File: src/rtl/imem_loader.sv
// imem_loader: instruction-memory writer fed by a little-endian byte stream.
//
// Purpose: packs 4 bytes at a time into 32-bit instructions and issues
// one-cycle write strobes into instruction memory. While a load is in
// progress the pipeline is held in reset, so fetch only sees complete programs.
//
// Ports:
//   clock        system clock (rising edge)
//   reset        synchronous, active-high reset
//   start        one-cycle load request (honoured only in IDLE)
//   start_addr   first word address, sampled on accepted start
//   word_count   number of words to load, sampled on accepted start
//   byte_valid   source presents a byte on byte_data
//   byte_data    stream byte (first byte of a word is its LSB)
//   byte_ready   loader accepts a byte this cycle (decoded from state only)
//   mem_clear    one-cycle clear pulse to instruction memory
//   wr_en        one-cycle write strobe
//   wr_addr      write address (holds outside the write cycle)
//   wr_data      write data (holds outside the write cycle)
//   cpu_hold     pipeline reset request, high for the whole load
//   done         one-cycle pulse at end of load
//   error        sticky checksum-mismatch flag
//
// Build option: define IMEM_LOADER_CHECKSUM_EN to add a trailing checksum
// byte (8-bit sum of all data bytes plus checksum must be 0). Without it,
// error is tied low and no trailing byte is consumed.

module imem_loader #(
    parameter int PC_SIZE = 10
) (
    input  logic               clock,
    input  logic               reset,
    input  logic               start,
    input  logic [PC_SIZE-1:0] start_addr,
    input  logic [PC_SIZE:0]   word_count,
    input  logic               byte_valid,
    input  logic [7:0]         byte_data,
    output logic               byte_ready,
    output logic               mem_clear,
    output logic               wr_en,
    output logic [PC_SIZE-1:0] wr_addr,
    output logic [31:0]        wr_data,
    output logic               cpu_hold,
    output logic               done,
    output logic               error
);

    localparam logic [PC_SIZE:0] DEPTH = {1'b1, {PC_SIZE{1'b0}}};

    typedef enum logic [2:0] {
        IDLE  = 3'd0,
        CLEAR = 3'd1,
        RECV  = 3'd2,
        WRITE = 3'd3,
`ifdef IMEM_LOADER_CHECKSUM_EN
        CHECK = 3'd5,
`endif
        DONE  = 3'd4
    } state_t;

    state_t             state, state_next;
    logic [PC_SIZE-1:0] addr;
    logic [PC_SIZE:0]   remaining;
    logic [1:0]         byte_idx;
    logic [23:0]        partial;
    logic [PC_SIZE-1:0] wr_addr_q;
    logic [31:0]        wr_data_q;
    logic               accept;

    assign accept  = byte_valid && byte_ready;
    assign wr_addr = wr_addr_q;
    assign wr_data = wr_data_q;

    always_ff @(posedge clock) begin
        if (reset) begin
            state <= IDLE;
        end else begin
            state <= state_next;
        end
    end

    always_comb begin
        state_next = state;
        byte_ready = 1'b0;
        mem_clear  = 1'b0;
        wr_en      = 1'b0;
        cpu_hold   = 1'b0;
        done       = 1'b0;
        unique case (state)
            IDLE: begin
                if (start) state_next = CLEAR;
            end
            CLEAR: begin
                mem_clear  = 1'b1;
                cpu_hold   = 1'b1;
                state_next = (remaining != '0) ? RECV : DONE;
            end
            RECV: begin
                byte_ready = 1'b1;
                cpu_hold   = 1'b1;
                if (byte_valid && byte_idx == 2'd3) state_next = WRITE;
            end
            WRITE: begin
                wr_en    = 1'b1;
                cpu_hold = 1'b1;
                // remaining still holds the pre-decrement count here
                if (remaining == (PC_SIZE+1)'(1)) begin
`ifdef IMEM_LOADER_CHECKSUM_EN
                    state_next = CHECK;
`else
                    state_next = DONE;
`endif
                end else begin
                    state_next = RECV;
                end
            end
`ifdef IMEM_LOADER_CHECKSUM_EN
            CHECK: begin
                byte_ready = 1'b1;
                cpu_hold   = 1'b1;
                if (byte_valid) state_next = DONE;
            end
`endif
            DONE: begin
                done       = 1'b1;
                cpu_hold   = 1'b1;
                state_next = IDLE;
            end
            default: state_next = IDLE;
        endcase
    end

    always_ff @(posedge clock) begin
        if (reset) begin
            addr      <= '0;
            remaining <= '0;
            byte_idx  <= '0;
            partial   <= '0;
            wr_addr_q <= '0;
            wr_data_q <= '0;
        end else begin
            if (state == IDLE && start) begin
                addr      <= start_addr;
                remaining <= (word_count > DEPTH) ? DEPTH : word_count;
                byte_idx  <= '0;
                partial   <= '0;
            end
            if (state == RECV && accept) begin
                byte_idx <= byte_idx + 2'd1;
                case (byte_idx)
                    2'd0:    partial[7:0]   <= byte_data;
                    2'd1:    partial[15:8]  <= byte_data;
                    2'd2:    partial[23:16] <= byte_data;
                    default: begin
                        // capture the full word so wr_* are valid during WRITE
                        wr_addr_q <= addr;
                        wr_data_q <= {byte_data, partial};
                    end
                endcase
            end
            if (state == WRITE) begin
                addr      <= addr + 1'b1;
                remaining <= remaining - 1'b1;
                byte_idx  <= '0;
            end
        end
    end

`ifdef IMEM_LOADER_CHECKSUM_EN
    logic [7:0] sum;
    logic       error_q;

    always_ff @(posedge clock) begin
        if (reset) begin
            sum     <= '0;
            error_q <= 1'b0;
        end else begin
            if (state == IDLE && start) begin
                sum     <= '0;
                error_q <= 1'b0;
            end
            if (state == RECV && accept) begin
                sum <= sum + byte_data;
            end
            if (state == CHECK && accept && (sum + byte_data) != 8'h00) begin
                error_q <= 1'b1;
            end
        end
    end

    assign error = error_q;
`else
    assign error = 1'b0;
`endif

endmodule

File: config.mk
export PLATFORM = sky130hd
export DESIGN_NAME = imem_loader
export DESIGN_NICKNAME = d
export VERILOG_FILES = /design/src/rtl/imem_loader.sv
export SDC_FILE = /design/constraint.sdc
export NUM_CORES = 1
export LEC_CHECK = 0
export CORE_ASPECT_RATIO = 1.25
export CORE_MARGIN = 2
export CORE_UTILIZATION = 51
export DETAILED_ROUTE_END_ITERATION = 10
export PLACE_DENSITY = 0.8
export SYNTH_ARGS = -nofsm -noshare
export SYNTH_HDL_FRONTEND = slang
export SYNTH_SLANG_ARGS = --single-unit
File: constraint.sdc
create_clock -name clock -period 1.92 [get_ports clock]
set_input_delay 0.384 -clock clock [delete_from_list [all_inputs] [get_ports clock]]
set_output_delay 0.384 -clock clock [all_outputs]
set_load 0.02 [all_outputs]
Word level (Yosys, flattened, before mapping):

Index checks and enable logic that the tools add are counted.
Widths: inputs -> output; s select.

* multiplexer cells: 22
* equality and inequality tests: 10
* $lt $le $gt $ge: 1
* $add $sub $neg: 3
* bitwise gates (word level): 1
* reductions and logical operators: 14

Operators with widths (number)
* $mux 24: 2
* $mux 11: 3
* $mux 8: 3
* $mux 10: 2
* $mux 3: 4
* $pmux 3 s4: 1
* $eq 11x1->1 const B: 1
* $gt 11x11->1 const B: 1
* $reduce_bool 11->1: 1
* $sub 11x1->11 const B: 1
* $add 10x1->10 const B: 1
* $eq 3x2->1 const B: 2
* $mux 1: 5
* $eq 2x2->1 const B: 2
* $logic_and 1x1->1: 4
* $mux 2: 2
* $ne 2x2->1 const B: 2
* $reduce_and 2->1: 2
* $reduce_bool 2->1: 2
* $reduce_or 4->1: 1
* $eq 3x1->1 const B: 1
* $eq 3x3->1 const B: 1
* $logic_not 3->1: 1
* $reduce_or 3->1: 1
* other kinds (5): 5

* output and inout bits: 48
* bits of input ports: 33
* logic and storage cells: 58
* register bits after elaboration: 92

Logic depth before layout (Yosys ltp):

Gate-level depths: netlist of run 1.

* depth in word-level cells: 5
* mapped depth: 8
* mapped depth without buffers: 5

Worst setup path before layout of run 1:

No wires, ideal clock.

* kind: register to register
* from: register remaining[5]
* to: register remaining[10]
* buffers on the path: 0
* setup time: 74 ps
* arrival: 1633 ps
* slack: 212 ps
* clock period less this slack: 1708 ps
* stages on the path, launching flop included: 5
* path through: dfxtp_1 or4_4 or3_4 or3_1 a31oi_1

* word-level cells in the longest chain between the ends: 2

Ends and longest elaborated chain
* from (decl): RTL line 63 `logic [PC_SIZE:0] remaining;`
* from (signal assigned): RTL line 144 `remaining <= (word_count > DEPTH) ? DEPTH : word_count;`
* from (signal assigned): RTL line 163 `remaining <= remaining - 1'b1;`
* $sub 11x1->11: RTL line 163
* $mux 11: RTL line 161 `if (state == WRITE) begin`

Every way passes these cells.
A chain may end at the register's enable or synchronous reset.

Worst setup path in the final report of run 1:

* from: register state[2]
* to: output port wr_en

* word-level cells in the longest chain between the ends: 2

Ends and longest elaborated chain
* from (decl): RTL line 61 `state_t state, state_next;`
* from (signal assigned): RTL line 78 `state <= state_next;`
* $eq 3x2->1: RTL line 89 `unique case (state)`
* $mux 1: RTL line 89
* to (decl): RTL line 40 `output logic wr_en,`

Every way passes these cells.

==> impl_metrics.env, run 1 <==
export IMPL_grt_pass1_vias=3568
export IMPL_dp_hpwl_um=6710
export IMPL_clk_pin_slew_ns=0.09
export IMPL_die_area_um2=8290
export IMPL_rsz0062_at_grt="false"
export IMPL_route_detailed_drc=0
export IMPL_drive_above_1_share_pct=9.68
export IMPL_tritoncts="done"
export IMPL_internal_power_mw=3.18
export IMPL_core_um2=7360
export IMPL_fmax_ghz=0.541
export IMPL_report_final_hold_viol_count=0
export IMPL_yosysMostFrequentCell="nand2_1"
export IMPL_fp_row_count=35
export IMPL_syn_area_um2=3860
export IMPL_drv_slew=0
export IMPL_synthTopCellsByArea="dfxtp_1, a21oi_1, nand2_1"
export IMPL_fin_crit_ns=1.85
export IMPL_synth_common_cells="nand2_1, dfxtp_1, a21oi_1"
export IMPL_stdcell_count=660
export IMPL_synthCells=481
export IMPL_p_comb_share_pct=20.2
export IMPL_synth_seq_area_share_pct=47.7
export IMPL_antenna_found_initial=0
export IMPL_clock_latency_ns=0.35
export IMPL_finalSetupTns_ns=0
export IMPL_slowest_delay_ns=0.37
export IMPL_clkPwrFrac_pct=32.6
export IMPL_setup_ws_ns=0.0727
export IMPL_async_flop_share_pct=0
export IMPL_finalSetupViolations=0
export IMPL_fp_dieW_um=81.9
export IMPL_clock_tree_buffer_depth=2
export IMPL_critPathKind="register to output pin"
export IMPL_cts_sinks=92
export IMPL_initial_core_util_pct=52.5
export IMPL_min_period_over_period_pct=96.2
export IMPL_h_tree_depth=3
export IMPL_vias_per_cell=5.75
export IMPL_p_per_area_nw_per_um2=873
export IMPL_nets=603
export IMPL_wl_per_cell_um=14.7
export IMPL_crit_slowest_cell="dfxtp_1"
export IMPL_die_y_um=101
export IMPL_diodes=0
export IMPL_syn_avg_cell_area_um2=8.03
export IMPL_syn_nets=521
export IMPL_max_cap_violations=0
export IMPL_switchingPower_mw=1.30
export IMPL_synth_top_area_share_pct=47.7
export IMPL_crit_path_cell_trace="nand3b_1 -> inv_1 -> clkdlybuf4s15_1"
export IMPL_grt_usage_pct=24.4
export IMPL_p_total_mw=4.47
export IMPL_port_buffers=79
export IMPL_area_growth_pct=32.6
export IMPL_crit_fanout=6
export IMPL_cts_setup_buffers=0
export IMPL_pin_count=81
export IMPL_r2r_slack_ns=0.10
export IMPL_grt_max_degree=65
export IMPL_gp_congestion=0.861
export IMPL_ys_warn_count=0
export IMPL_crit_family="buffers and inverters"
export IMPL_gr_total_overflow=0
export IMPL_p_seq_share_pct=47.2
export IMPL_cts_buffers_inserted=9
export IMPL_p_leak_nw=1.72
export IMPL_outcome="finished clean"
export IMPL_dpl_cell_count=644
export IMPL_peakVddDrop_v=0.000561
export IMPL_crit_buf_inv=2
export IMPL_drtPass1Iterations=5
export IMPL_root_buffer="clkbuf_8"
export IMPL_min_path_type="input pin to register"
export IMPL_synth_edff_count=0
export IMPL_end_kind="output pin"
export IMPL_ant_nets=0
export IMPL_crit_required_ns=1.54
export IMPL_drtIter0Drc=187
export IMPL_vias=3792
export IMPL_start_kind="register"
export IMPL_place_ws_ns=-0.241
export IMPL_yosys_area_top_type="dfxtp_1"
export IMPL_final_util_pct=69.6
export IMPL_yosys_register_bits=92
export IMPL_fin_skew_ns=0.00753
export IMPL_grt_first_pass_wirelength_um=16000
export IMPL_synth_distinct_cells=49
export IMPL_wl_um=9690
export IMPL_swShare_pct=29.0
export IMPL_worstPathArrival_ns=1.46
export IMPL_synthFlopType="dfxtp_1"
-- layout make-up --
type | instances | area (um^2)
clock buffers | 10 | 128
clock inverters | 6 | 96.3
fillers | 605 | 2230
inverters | 8 | 30.0
multi-input cells | 345 | 1840
flip-flops and latches | 92 | 1840
well taps | 92 | 115
repair buffers | 107 | 1070
-- per-stage QoR --
stage,hold slack [ns],cell area (um^2)
floorplan,0.432,3860
global placement,0.440,4900
detailed placement,0.444,4900
CTS,0.345,5120
global route,0.364,5120
finish,0.355,5120
-- cells by family after synthesis --
family | Yosys count | synth area share [%]
muxes | 3 | 0.874
DFF | 92 | 47.7
buffers and inverters | 44 | 4.63
xor gates and xnor gates | 1 | 0.227
AOI/OAI and AO/OA | 119 | 17.9
adders and majority gates | 7 | 2.27
other | 1 | 0.0971
and+or+nand+nor | 214 | 26.3
-- layer usage --
metal | vias up | global-route usage (%) | share of wire (%)
met1 | 1771 | 30.0 | 41
met5 | - | 0 | 0
li1 | 1864 | - | -
met2 | 142 | 42.0 | 51
met3 | 15 | 4.37 | 5.9
met4 | 0 | 9.23 | 1.8
-- placed cells by master (no fill, tap or decap), types with 2 or more instances in the layout --
cell type / n
nand2_1: 103
dfxtp_1: 90
a21oi_1: 78
clkdlybuf4s50_1: 73
nand3_1: 54
buf_4: 22
nor2_1: 14
a31oi_1: 10
clkbuf_8: 9
inv_1: 8
nor3_1: 8
ha_1: 7
or3_1: 6
buf_12: 6
o211ai_1: 5
nand4_1: 5
nor4_1: 4
o21ai_0: 4
nor3b_1: 3
a32oi_1: 3
nand4b_1: 3
mux2_2: 3
and3_1: 3
a211oi_1: 3
dlygate4sd2_1: 3
o2bb2ai_1: 2
o22ai_1: 2
o311ai_0: 2
or4_1: 2
bufinv_16: 2
clkdlybuf4s15_1: 2
dfxtp_2: 2
-- registers in the layout, indices dropped and copies added (netlist names) --
register / count
byte_idx: 2
remaining: 11
wr_addr: 10
state: 3
wr_data: 32
addr: 10
partial: 24
-- worst reg2reg max path: cells and delay by family, from the launching register on --
kind               cells  cell delay (ns)
AOI/OAI and AO/OA      1             0.16
DFF                    1             0.36
and+or+nand+nor        3             1.24
-- repair_timing --
item                                    4_1_cts  5_1_grt
resized for setup                             7        2
endpoints found under the setup margin        5        2
hold buffers                                  0        0
-- path summary, 6_finish.rpt --
kind | startpoint | endpoint | cells after the start
max | state[2]$_SDFFE_PP0P_ | wr_en | 3
min | reset | remaining[3]$_SDFFE_PP0P_ | 2
max reg2reg | remaining[5]$_SDFFE_PP0P_ | remaining[10]$_SDFFE_PP0P_ | 4
min reg2reg | partial[16]$_SDFF_PP0_ | wr_data[16]$_SDFFE_PP0P_ | 2
-- power groups by stage --
stage                     combinational [mW]  sequential [mW]  clock, mW
after floorplan                        0.533             2.11          0
after global placement                 0.891             2.14          0
after detailed placement               0.910             2.15          0
after CTS                              0.900             2.11       1.48
after global routing                   0.995             2.13       1.55
final                                  0.905             2.11       1.46
Power figures use the tool's default switching activity.
==> run 2, diff against run 1 <==
==> constraint.sdc (replaced) <==
create_clock -name clock -period 1.92 [get_ports clock]
set_input_delay 0.384 -clock clock [delete_from_list [all_inputs] [get_ports clock]]
set_output_delay 0.384 -clock clock [all_outputs]
set_load 0.01 [all_outputs]
==> run 2 against run 1 <==
Compared with the run above:
- first-iteration DRC count is 13% lower
- clock-buffer cell count is 1 lower
- via count is 1.1% lower
- clock power is 3% lower
- highest routed layer unchanged
- setup slack better by 0.021 ns
- largest cell class unchanged
- non-clock buffer count is the same
- sequential power is essentially flat
- wire length shrank 2.7%
- core utilization down 0.46 points
- sequential cell count is the same
- register-to-register slack is essentially flat
==> impl_metrics.env, run 2 (synthesized netlist as in run 1, its figures left out) <==
export IMPL_outcome="finished clean"
export IMPL_grt_max_degree=65
export IMPL_clock_tree_buffer_depth=2
export IMPL_r2r_slack_ns=0.09
export IMPL_area_growth_pct=31.7
export IMPL_port_buffers=79
export IMPL_root_buffer="clkbuf_8"
export IMPL_grt_first_pass_wirelength_um=15500
export IMPL_drive_above_1_share_pct=10.0
export IMPL_grt_usage_pct=23.6
export IMPL_gr_total_overflow=0
export IMPL_largest_register_ffs=32
export IMPL_dpl_cell_count=643
export IMPL_max_cap_violations=0
export IMPL_die_area_um2=8290
export IMPL_nets=603
export IMPL_report_final_hold_viol_count=0
export IMPL_dr_max_layer_used="met4"
export IMPL_peakVddDrop_v=0.000451
export IMPL_switchingPower_mw=1.33
export IMPL_p_comb_share_pct=19.5
export IMPL_min_path_type="input pin to register"
export IMPL_p_leak_nw=1.72
export IMPL_fp_dieW_um=81.9
export IMPL_r2r_end="remaining[10]$_SDFFE_PP0P_"
export IMPL_pin_count=81
export IMPL_internal_power_mw=3.04
export IMPL_cts_buffers_inserted=9
export IMPL_nFillCells=615
export IMPL_min_period_over_period_pct=95.1
export IMPL_fp_row_count=35
export IMPL_drtIter0Drc=163
export IMPL_hold_end="remaining[1]$_SDFFE_PP0P_"
export IMPL_clock_latency_ns=0.37
export IMPL_finalSetupViolations=0
export IMPL_wl_met1_um=4020
export IMPL_worstPathArrival_ns=2.12
export IMPL_drv_slew=0
export IMPL_clk_pin_slew_ns=0.10
export IMPL_vias_per_cell=5.68
export IMPL_dp_hpwl_um=6720
export IMPL_drtPass1Iterations=4
export IMPL_crit_fanout=6
export IMPL_mostFrequentLayoutCells="nand2_1, dfxtp_1, a21oi_1"
export IMPL_rsz0062_at_grt="false"
export IMPL_fin_crit_ns=1.83
export IMPL_ant_nets=0
export IMPL_p_per_area_nw_per_um2=859
export IMPL_stdcell_count=660
export IMPL_reg2reg_depth=4
export IMPL_wl_um=9420
export IMPL_crit_required_ns=2.22
export IMPL_diodes=0
export IMPL_hold_start="reset"
export IMPL_route_detailed_drc=0
export IMPL_final_common_cell="nand2_1"
export IMPL_p_seq_share_pct=48.3
export IMPL_fmax_ghz=0.548
export IMPL_cts_sinks=92
export IMPL_end_kind="register"
export IMPL_antenna_found_initial=0
export IMPL_clkPwrFrac_pct=32.3
export IMPL_h_tree_depth=3
export IMPL_core_um2=7360
export IMPL_fin_skew_ns=0.0106
export IMPL_initial_core_util_pct=52.5
export IMPL_critPathKind="register to register"
export IMPL_hold_ws_ns=0.339
export IMPL_grt_pass1_vias=3514
export IMPL_vias=3752
export IMPL_route_met3_wl_um=525
export IMPL_wl_met2_um=4650
export IMPL_gp_congestion=0.902
export IMPL_reg2reg_from="remaining[5]$_SDFFE_PP0P_"
export IMPL_tritoncts="done"
export IMPL_holdBufCountCts=0
export IMPL_start_kind="register"
export IMPL_hold_depth=2
export IMPL_swShare_pct=30.5
export IMPL_wl_per_cell_um=14.3
export IMPL_die_y_um=101
==> run 2: final cells by class <==
type / instances / area, um^2 / area share [%]
Multi-Input combinational cell: 345 / 1840 / 36.2
Clock buffer: 9 / 124 / 2.43
Clock inverter: 7 / 93.8 / 1.84
Sequential cell: 92 / 1840 / 36.2
Inverter: 8 / 30.0 / 0.590
Tap cell: 92 / 115 / 2.26
Timing Repair Buffer: 107 / 1040 / 20.4
==> run 2: worst max-delay path by stage <==
stage	start	end	slack, ns	cells past startpoint
final	remaining[5]$_SDFFE_PP0P_	remaining[10]$_SDFFE_PP0P_	0.09	4
after global routing	state[0]$_SDFFE_PP0P_	mem_clear	0.03	3
after CTS	remaining[5]$_SDFFE_PP0P_	remaining[10]$_SDFFE_PP0P_	0.10	4
after detailed placement	start	addr[3]$_SDFFE_PP0P_	-0.22	6
after global placement	start	addr[3]$_SDFFE_PP0P_	-0.18	6
after floorplan	remaining[5]$_SDFFE_PP0P_	remaining[10]$_SDFFE_PP0P_	0.21	4
==> run 2: metrics by stage <==
step / util, % / worst slack [ns] / instance area [um^2] / power, mW / setup TNS, ns
CTS: 69.2 / 0.102 / 5090 / 4.38 / 0
detailed placement: 66.2 / -0.223 / 4870 / 3.01 / -5.93
global placement: 66.2 / -0.184 / 4870 / 2.98 / -4.76
floorplan: - / 0.212 / 3860 / 2.62 / 0
global route: 69.2 / 0.0278 / 5090 / 4.57 / 0
finish: 69.2 / 0.0941 / 5090 / 4.37 / 0
==> run 2: layer usage <==
layer / track usage, % / up-vias
met5: 0 / -
met4: 11.5 / 0
met3: 6.06 / 28
met2: 39.6 / 130
met1: 27.8 / 1728
li1: - / 1866
==> run 2: critical path, stage by stage, from the launching register on <==
cell and delay [ns]:
dfxtp_1 0.36, or4_4 0.56, or3_4 0.36, or3_1 0.31
a31oi_1 0.16
==> run 2: power groups by stage <==
stage          registers [mW]  clock network [mW]  logic [mW]
6_report                 2.11                1.41       0.852
4_1_cts                  2.10                1.43       0.849
5_1_grt                  2.13                1.51       0.930
3_5_place_dp             2.15                   0       0.860
2_1_floorplan            2.11                   0       0.515
3_3_place_gp             2.14                   0       0.838
==> run 2: timing repair <==
| action | CTS | global route |
|---|---|---|
| buffers inserted | 1 | 0 |
| endpoints found under the setup margin | 5 | 0 |
| hold endpoints to repair | 0 | 0 |
| resized for setup | 8 | 0 |
